$ cat src/rtl/float_frame_max.sv
// Per-frame maximum/minimum tracker for IEEE-754 single-precision samples.
// Results are published once per FRAME_LEN accepted samples and held until taken.
module float_frame_max #(
    parameter int unsigned FRAME_LEN = 8
) (
    input  logic                         clk,
    input  logic                         reset,
    input  logic [31:0]                  s_data,
    input  logic                         s_valid,
    output logic                         s_ready,
    output logic [31:0]                  m_max,
    output logic [31:0]                  m_min,
    output logic [$clog2(FRAME_LEN)-1:0] m_max_idx,
    output logic                         m_valid,
    input  logic                         m_ready
);

    localparam int unsigned IW = $clog2(FRAME_LEN);

    typedef enum logic {
        ACCUM = 1'b0,
        HOLD  = 1'b1
    } state_t;

    state_t          state_q, state_d;
    logic [IW-1:0]   cnt_q, cnt_d;
    logic [31:0]     acc_max_q, acc_max_d;
    logic [31:0]     acc_min_q, acc_min_d;
    logic [IW-1:0]   acc_idx_q, acc_idx_d;
    logic [31:0]     m_max_q, m_max_d;
    logic [31:0]     m_min_q, m_min_d;
    logic [IW-1:0]   m_max_idx_q, m_max_idx_d;
    logic            s_ready_q, s_ready_d;
    logic            m_valid_q, m_valid_d;

    logic            accept;
    logic            first;
    logic            last;
    logic            max_upd;
    logic            min_upd;
    logic [31:0]     nxt_max;
    logic [31:0]     nxt_min;
    logic [IW-1:0]   nxt_idx;

    // Strict bit-level float ordering; NaN/Inf fall out of the same rules.
    function automatic logic fgt(input logic [31:0] a, input logic [31:0] b);
        if (a[31] != b[31]) begin
            return !a[31];
        end else if (!a[31]) begin
            return a[30:0] > b[30:0];
        end else begin
            return a[30:0] < b[30:0];
        end
    endfunction

    always_comb begin
        accept  = (state_q == ACCUM) && s_valid;
        first   = (cnt_q == '0);
        last    = (cnt_q == IW'(FRAME_LEN - 1));
        max_upd = first || fgt(s_data, acc_max_q);
        min_upd = first || fgt(acc_min_q, s_data);
        nxt_max = max_upd ? s_data : acc_max_q;
        nxt_min = min_upd ? s_data : acc_min_q;
        nxt_idx = max_upd ? cnt_q  : acc_idx_q;

        state_d     = state_q;
        cnt_d       = cnt_q;
        acc_max_d   = acc_max_q;
        acc_min_d   = acc_min_q;
        acc_idx_d   = acc_idx_q;
        m_max_d     = m_max_q;
        m_min_d     = m_min_q;
        m_max_idx_d = m_max_idx_q;

        if (accept) begin
            acc_max_d = nxt_max;
            acc_min_d = nxt_min;
            acc_idx_d = nxt_idx;
            if (last) begin
                cnt_d       = '0;
                state_d     = HOLD;
                m_max_d     = nxt_max;
                m_min_d     = nxt_min;
                m_max_idx_d = nxt_idx;
            end else begin
                cnt_d = cnt_q + IW'(1);
            end
        end

        if ((state_q == HOLD) && m_valid_q && m_ready) begin
            state_d = ACCUM;
        end

        // Handshake outputs are registered copies of the next state.
        s_ready_d = (state_d == ACCUM);
        m_valid_d = (state_d == HOLD);
    end

    always_ff @(posedge clk) begin
        if (reset) begin
            state_q     <= ACCUM;
            cnt_q       <= '0;
            acc_max_q   <= '0;
            acc_min_q   <= '0;
            acc_idx_q   <= '0;
            m_max_q     <= '0;
            m_min_q     <= '0;
            m_max_idx_q <= '0;
            s_ready_q   <= 1'b1;
            m_valid_q   <= 1'b0;
        end else begin
            state_q     <= state_d;
            cnt_q       <= cnt_d;
            acc_max_q   <= acc_max_d;
            acc_min_q   <= acc_min_d;
            acc_idx_q   <= acc_idx_d;
            m_max_q     <= m_max_d;
            m_min_q     <= m_min_d;
            m_max_idx_q <= m_max_idx_d;
            s_ready_q   <= s_ready_d;
            m_valid_q   <= m_valid_d;
        end
    end

    assign s_ready   = s_ready_q;
    assign m_valid   = m_valid_q;
    assign m_max     = m_max_q;
    assign m_min     = m_min_q;
    assign m_max_idx = m_max_idx_q;

endmodule

$ cat config.mk
export PLATFORM = sky130hd
export DESIGN_NAME = float_frame_max
export DESIGN_NICKNAME = d
export VERILOG_FILES = /design/src/rtl/float_frame_max.sv
export SDC_FILE = /design/constraint.sdc
export NUM_CORES = 1
export LEC_CHECK = 0
export CELL_PAD_IN_SITES_DETAIL_PLACEMENT = 0
export CELL_PAD_IN_SITES_GLOBAL_PLACEMENT = 1
export CORE_ASPECT_RATIO = 0.7
export CORE_UTILIZATION = 41
export DETAILED_ROUTE_END_ITERATION = 8
export GPL_ROUTABILITY_DRIVEN = 0
export MAX_ROUTING_LAYER = met4
export PLACE_DENSITY_LB_ADDON = 0.15
export SLEW_MARGIN = 10
export SYNTH_ARGS = -nofsm -noshare
export SYNTH_HDL_FRONTEND = slang
export SYNTH_SLANG_ARGS = --single-unit
$ cat constraint.sdc
create_clock -name clk -period 2.95 [get_ports clk]
set_input_delay 0.295 -clock clk [delete_from_list [all_inputs] [get_ports clk]]
set_output_delay 0.295 -clock clk [all_outputs]
set_load 0.02 [all_outputs]
* Word level (Yosys, flattened, before mapping)
Index checks and enable logic that the tools add are counted.
** Word-level totals
- Output and inout port bits :: 69
- Latch bits :: 0
- Word-level logic and storage cells :: 38
- Bits in registers :: 139
- Bits in writable memories :: 0
- ROM bits :: 0
- Memories :: 0
** Operators by class
- Multiplexer cells :: 11
- Divide/modulo/power cells :: 0
- Add/sub/neg operators :: 1
- Equal/unequal tests :: 3
- Bitwise operators :: 2
- $mul :: 0
- Order comparisons :: 4
- Reduce and logical (&&, ||, !) cells :: 8
- Shifts and indexed selects :: 0
** Operator list (number)
- 2-to-1 mux 32 bit :: 2
- greater-than comparator 31 bit :: 2
- less-than comparator 31 bit :: 2
- 2-to-1 mux 1 bit :: 7
- 2-to-1 mux 3 bit :: 2
- adder 3 x 1 -> 3 bit, second input constant :: 1
- equality test 3 bit, second input constant :: 1
- zero test 3 bit :: 1
- logical AND 1 bit :: 2
- zero test 1 bit :: 2
- logical OR 1 bit :: 2
- inequality test 1 bit :: 2
- NOT 1 bit :: 2
- AND reduction 2 bit :: 1

* Depth between registers and ports, before layout
Gate-level depths: netlist of the first run.
- Depth after elaboration :: 5
- Mapped depth :: 11
- Gate-level depth less buffers :: 9

* Least setup slack after synthesis of the first run
Ideal clock, no wire load.
- Path type :: register to register
- Start point :: reg acc_max_q[29]
- End point :: reg m_max_q[20], in the netlist m_max[20]
- Period minus slack after synthesis :: 2521 ps
- Stages on the path, launching flop included :: 11
- Buffers on the path :: 1
- Arrival :: 2443 ps
- Path slack :: 429 ps
- Cell sequence :: dfxtp_1 > inv_1 > ha_1 > and4_1 > nand2_2 > nor4_4 > nand3_2 > a2111oi_4 > buf_2 > o211ai_1 > o211ai_1
** Between the ends
- Longest elaborated chain between the ends :: 5
** Ends and longest elaborated chain
- start, declared :: line 27 : logic [31:0] acc_max_q, acc_max_d;
- start signal, assigned :: line 114 : acc_max_q <= acc_max_d;
- greater-than comparator 31 bit or less-than comparator 31 bit (tied branches) :: line 50, 52
- 2-to-1 mux 1 bit * :: line 49 : end else if (!a[31]) begin
- 2-to-1 mux 1 bit * :: line 47 : if (a[31] != b[31]) begin
- logical OR 1 bit * :: line 60 : max_upd = first || fgt(s_data, acc_max_q);
- 2-to-1 mux 32 bit * :: line 62 : nxt_max = max_upd ? s_data : acc_max_q;
- end signal, assigned :: line 117 : m_max_q <= m_max_d;
- end, declared :: line 30 : logic [31:0] m_max_q, m_max_d;
Mark *: on every way between the ends. The rest lies on a longest branch, timed or not.
A chain may end at the register's enable or synchronous reset.

* Final worst setup path of the first run
- Start point :: in s_data[8]
- End point :: reg acc_max_q[2]
** Between the ends
- Longest elaborated chain between the ends :: 5
** Ends and longest elaborated chain
- start, declared :: line 8 : input logic [31:0] s_data,
- greater-than comparator 31 bit or less-than comparator 31 bit (tied branches) :: line 50, 52
- 2-to-1 mux 1 bit * :: line 49
- 2-to-1 mux 1 bit * :: line 47
- logical OR 1 bit * :: line 60
- 2-to-1 mux 32 bit * :: line 62
Marks and branches as above.

==> results.yml, run 1 <==
run_status:
  outcome: "complete, no violations"
synthesis:
  async_flop_share_pct: 0
  ys_seq_area_share_pct: 36.8
  synth_top_cell_area_share_pct: 36.8
  synthMuxAreaShare_pct: 4.10
  synth_compound_area_share_pct: 20.0
  syn_area_sq_mm: 0.00756
  synth_xor_area_share_pct: 0.116
  syn_area_per_cell_sq_um: 8.33
  synthTopCellsByArea: "dfxtp_1 37%, ha_1 11%, nand2_1 10%, o211ai_1 9.8%, mux2i_1 4.1%"
  synth_top_cell_by_area: "dfxtp_1"
  synthSimpleGateAreaFrac_pct: 20.7
  synth_top_flop_cell: "dfxtp_1"
  synth_edf_count: 0
  synthAdderAreaFrac_pct: 10.8
  syn-num-nets: 1009
  synth_seq_cells: 139
  yosysWarningCount: 0
  synth_top_family_by_area: "simple AND/OR/NAND/NOR gates"
  synth_cell_type_count: 52
  synth_cells: 908
worst_setup_path:
  cp-start-kind: "primary input"
  required_ns: 3.26
  reg2reg_slack_ns: 0.09
  path_class: "in -> reg"
  crit_chain: "clkdlybuf4s50_1 > buf_4 > ha_1 > a21oi_2 > o21ai_1 > a221o_1 > o211a_4 > a2111oi_4 > buf_4 > nor3_4 > buf_4 > clkbuf_16 > mux2i_1"
  crit_top_cell: "buf_4"
  crit_fanout: 8
  r2r_cells: 13
  cp_slowest_cell: "clkdlybuf4s50_1"
  cp-end-kind: "flop"
  cp.arrival_ns: 3.21
  cpPeakStageDelay_ns: 0.43
timing:
  holdWs_ns: 0.260
  slew_violations: 0
  max_slew_margin_pct: 61.0
  fin_crit_sh_pct: 98.5
  worst_clock_skew_ns: 0.0109
  timing.setup.tns_ns: 0
  worst_pin_slew_ns: 0.585
  setup_violations: 0
  clock.fmax_ghz: 0.344
  timing.final.hold_violations: 0
  rsz0062_at_grt: "yes"
  fin_crit_ns: 2.90
power:
  leakage_nw: 4.10
  finalPower_mw: 5.10
  vdd_drop_max_v: 0.000396
  power.density_cell_area_mw_per_mm2: 496
detailed_routing:
  postRouteAntennaNets: 0
  firstDrtPassIters: 6
  drt-initial-drc-count: 507
  vias_per_cell: 5.45
  drt-total-wl_microns: 23100
  remaining_drc_errors: 0
  wl_per_cell_microns: 17.6
  vias: 7156
min_path:
  worstHoldPathType: "in -> reg"
  min_path_cells: 3
clock_tree:
  cts_buffer_depth: 2
  clock_latency_ns: 0.43
  ctsRootBufferMaster: "clkbuf_16"
  cts_buffers: 17
  clk_pin_slew_ns: 0.06
  cts_sinks: 139
  cts_tree: "built"
  htree_levels: 4
floorplanning:
  die_w_microns: 164
  ios: 105
  die-area_sq_mm: 0.0190
  rows: 41
  fp.dieH_microns: 116
  initial_core_util_pct: 41.9
  core_area_sq_mm: 0.0181
final_layout:
  layout_common_cells: "209 x nand2_1, 134 x dfxtp_1, 99 x o211ai_1, 97 x clkdlybuf4s50_1, 81 x buf_4"
  syn_to_final_growth_pct: 35.8
  final_common_cell: "nand2_1"
  fin_nets: 1167
  num_antenna_cells: 0
  drive_gt1_share_pct: 17.8
  finalNonFillerCells: 1313
global_routing:
  grt_use_total_pct: 25.2
  grt_pass1_wl_microns: 35700
  grt_pass1_vias: 6601
  antenna_found_initial: 0
  grt_max_degree: 56
  grt-ovfl-total: 0
placement:
  placed_cells: 1269
  hpwl_microns: 15800
  port_buffers: 104
run:
  maxCapViolations: 0
-- cells in the mapped netlist, types with 2 or more instances --
| master | number |
|---|---|
| a211o_1 | 2 |
| a211oi_1 | 4 |
| a21o_1 | 6 |
| a21oi_1 | 33 |
| a221oi_1 | 2 |
| a31o_2 | 30 |
| and2_1 | 2 |
| buf_2 | 13 |
| buf_4 | 4 |
| buf_6 | 3 |
| clkbuf_1 | 45 |
| dfxtp_1 | 139 |
| ha_1 | 65 |
| inv_1 | 70 |
| mux2i_1 | 31 |
| nand2_1 | 210 |
| nand2b_1 | 2 |
| nand3_1 | 11 |
| nand3b_1 | 3 |
| nand4_1 | 17 |
| nor2_1 | 7 |
| nor2b_1 | 2 |
| nor3_1 | 2 |
| nor4_1 | 33 |
| o211a_1 | 2 |
| o211ai_1 | 99 |
| o21a_1 | 3 |
| o21ai_0 | 10 |
| o31a_1 | 2 |
| o31ai_1 | 3 |
| or3_1 | 32 |
-- critical path: cells and delay by family --
kind / cells / cell delay, ns
AOI/OAI and AO/OA: 5 / 1.32
adders and majority gates: 1 / 0.32
muxes: 1 / 0.12
buffers and inverters: 5 / 1.10
and+or+nand+nor: 1 / 0.05
-- cell type report --
type | count | area [sq um]
Clock buffer | 24 | 502
Timing Repair Buffer | 205 | 2010
Clock inverter | 6 | 62.6
Tap cell | 236 | 295
Multi-Input combinational cell | 632 | 4350
Inverter | 71 | 267
Sequential cell | 139 | 2790
Fill cell | 1689 | 7790
-- report_power, final --
part | internal, mW | switching [mW]
Sequential | 1.96 | 0.0670
Combinational | 0.444 | 0.547
Clock | 1.26 | 0.822
-- stage by stage --
stage | instance area, sq um | util (%) | setup slack [ns]
6_report | 10300 | 56.9 | 0.0456
5_1_grt | 10300 | 56.9 | -0.0427
4_1_cts | 9960 | 55.2 | 0.0131
3_5_place_dp | 9380 | 52.0 | -0.487
3_3_place_gp | 9380 | 52.0 | -0.438
2_1_floorplan | 7560 | - | 0.429
-- registers in the layout (all words and copies together) (netlist names) --
register and flops:
acc_max_q 32, m_min 32, acc_idx_q 3, m_max 32
m_max_idx 3, acc_min_q 32, s_ready 1, cnt_q 3
m_valid 1
-- routing by layer --
layer / track usage (%) / share of wire, % / routed length [microns]
met5: - / 0 / 0
met4: 6.30 / 0.78 / 180
met3: 4.29 / 4.6 / 1070
met2: 35.3 / 41 / 9510
met1: 36.8 / 53 / 12300
-- what timing repair did --
action / in CTS / in global routing
cloned: 0 / 4
hold buffers: 0 / 0
resized for setup: 3 / 39
endpoints found under the setup margin: 34 / 129
buffers inserted: 0 / 11
pin swaps: 0 / 12
-- cell families (layout without fill, tap and decap cells) --
kind of cell | after synthesis | in the layout
AO/OA/AOI/OAI | 205 | 205
AND/OR/NAND/NOR | 330 | 330
multiplexers | 31 | 31
adder cells (fa/ha/maj) | 65 | 65
XOR/XNOR | 1 | 1
buffers and inverters | 137 | 306
flip-flops | 139 | 139
-- path summary, 6_finish.rpt --
kind | end | startpoint
setup / recovery | acc_max_q[2] | s_data[8]
setup reg to reg | acc_max_q[23] | acc_max_q[28]
hold / removal | m_max[18] | s_data[18]
hold reg to reg | m_max[31] | m_max[31]
No activity file was read; power rests on OpenSTA's default activity.
==> run 2: changes to the inputs <==
--- a/config.mk
+++ b/config.mk
@@ -10,7 +10,7 @@
 export CORE_ASPECT_RATIO = 0.7
 export CORE_UTILIZATION = 41
 export DETAILED_ROUTE_END_ITERATION = 8
-export GPL_ROUTABILITY_DRIVEN = 0
+export GPL_TIMING_DRIVEN = 0
 export MAX_ROUTING_LAYER = met4
 export PLACE_DENSITY_LB_ADDON = 0.15
 export SLEW_MARGIN = 10
==> run 2 against run 1 <==
Clock skew decreased by 0.0011 ns. First-iteration DRC count increased by 21%. Critical path type is now reg -> reg. Highest routed layer unchanged. Critical path depth unchanged. Setup slack improved by 0.013 ns. Die area unchanged. Largest cell class unchanged.
==> results.yml, run 2 (synthesis results as in run 1) <==
clock_tree:
  htree_levels: 4
  cts_tree: "built"
  ctsRootBufferMaster: "clkbuf_16"
  cts_sinks: 139
  clk_pin_slew_ns: 0.06
  hold_buffers: 0
  clock_latency_ns: 0.43
  cts_buffer_depth: 2
  cts_buffers: 17
detailed_routing:
  wl_met3_microns: 1700
  met2WireLength_microns: 10200
  remaining_drc_errors: 0
  vias: 7304
  wl_per_cell_microns: 19.6
  wl_met1_microns: 13300
  firstDrtPassIters: 6
  drt-total-wl_microns: 25500
  drt-initial-drc-count: 614
  postRouteAntennaNets: 0
  top_layer_used: "met4"
  vias_per_cell: 5.62
power:
  leakage_nw: 4.04
  finalPower_mw: 5.38
  power.density_cell_area_mw_per_mm2: 536
  vdd_drop_max_v: 0.000322
final_layout:
  syn_to_final_growth_pct: 32.8
  regArea_sq_mm: 0.00279
  final_common_cell: "nand2_1"
  finalNonFillerCells: 1300
  layout_common_cells: "209 x nand2_1, 130 x dfxtp_1, 99 x o211ai_1, 85 x clkdlybuf4s50_1, 70 x inv_1"
  num_antenna_cells: 0
  nFillCells: 1693
  multiInputGateArea_sq_mm: 0.00437
  fin_nets: 1152
  drive_gt1_share_pct: 14.8
  stdcell_area_sq_mm: 0.0100
worst_setup_path:
  crit_chain: "inv_1 > ha_4 > a21oi_1 > nand2_1 > a21oi_2 > nand4_1 > buf_4 > o211a_1 > buf_6 > nor3_4 > buf_6 > clkbuf_16 > mux2i_1"
  crit_fanout: 10
  cp_slowest_cell: "dfxtp_2"
  crit_family: "buffers and inverters"
  cp-end-kind: "flop"
  crit_top_cell: "buf_6"
  cp-start-kind: "flop"
  reg2reg_slack_ns: 0.06
  required_ns: 3.31
  cp.arrival_ns: 3.25
  path_class: "reg -> reg"
  path_buf_inv: 5
  cpPeakStageDelay_ns: 0.34
placement:
  port_buffers: 103
  place_ws_ns: -1.03
  place_area_sq_mm: 0.00889
  placed_cells: 1247
  gp_congestion: 0.885
  hpwl_microns: 18000
timing:
  max_slew_margin_pct: 52.0
  setup_violations: 0
  slew_violations: 0
  clock.fmax_ghz: 0.346
  timing.final.hold_violations: 0
  timing.final.ws_setup_ns: 0.0584
  worst_pin_slew_ns: 0.720
  fin_crit_ns: 2.89
  fin_crit_sh_pct: 98.0
  worst_clock_skew_ns: 0.00978
global_routing:
  grt_pass1_vias: 6712
  grt_use_total_pct: 28.5
  antenna_found_initial: 0
  grt_max_degree: 17
  grt_pass1_wl_microns: 39200
  grt-ovfl-total: 0
floorplanning:
  die_w_microns: 164
  core_area_sq_mm: 0.0181
  ios: 105
  initial_core_util_pct: 41.9
  fp.dieH_microns: 116
  rows: 41
  die-area_sq_mm: 0.0190
run:
  maxCapViolations: 0
run_status:
  outcome: "complete, no violations"
min_path:
  worstHoldPathType: "in -> reg"
-- run 2: cell types whose count changed in the layout (fill, tap and decap cells not counted), moves of 4 or more --
cell             delta
clkdlybuf4s50_1    -12
dfxtp_2             +4
clkbuf_1           +24
dfxtp_1             -4
buf_4              -54
bufinv_16           +4
clkbuf_8            -4
buf_12              -7
dlymetal6s2s_1      +8
clkbuf_2           +14
-- run 2: power breakdown --
| group | total (mW) | switching [mW] | leakage [nW] | internal (mW) |
|---|---|---|---|---|
| registers | 2.03 | 0.0694 | 1.13 | 1.96 |
| logic | 0.925 | 0.552 | 2.60 | 0.373 |
| clock network | 2.43 | 0.902 | 0.309 | 1.53 |
-- run 2: what timing repair did --
| item | 4_1_cts | 5_1_grt |
|---|---|---|
| resized for setup | 47 | 62 |
| pin swaps | 11 | 19 |
| setup endpoints to repair | 127 | 127 |
| gates cloned | 0 | 2 |
| setup buffers | 13 | 9 |
-- run 2: worst paths after layout --
check / startpoint / to / depth (start not counted)
max: acc_max_q[29] / acc_max_q[21] / 13
min: s_data[18] / acc_max_q[18] / 3
max reg2reg: acc_max_q[29] / acc_max_q[21] / 13
min reg2reg: m_max[31] / m_max[31] / 2
-- run 2: metal layers --
layer	vias to the layer above	GRT usage, %
li1	3563	-
met1	3465	42.7
met2	252	38.5
met3	24	4.80
met4	0	7.53
met5	-	-
-- run 2: worst min-delay path: cells and delay by family --
| family | cells | cell delay (ns) |
|---|---|---|
| buffers and inverters | 1 | 0.16 |
| muxes | 1 | 0.07 |
| and+or+nand+nor | 1 | 0.09 |
-- run 2: stage by stage --
stage          hold WS (ns)  setup TNS [ns]  util, %
2_1_floorplan         0.448               0        -
3_3_place_gp          0.428          -97.00     49.2
3_5_place_dp          0.433          -95.97     49.2
4_1_cts               0.278               0     54.0
5_1_grt               0.265         -0.0240     55.6
6_report              0.242               0     55.6
-- run 2: final cells by class --
cell class,count,area share (%)
Clock buffer,18,4.37
Sequential cell,139,27.8
Inverter,71,2.65
Clock inverter,14,2.16
Timing Repair Buffer,126,12.7
Buffer,64,3.80
Tap cell,236,2.94
Multi-Input combinational cell,632,43.5
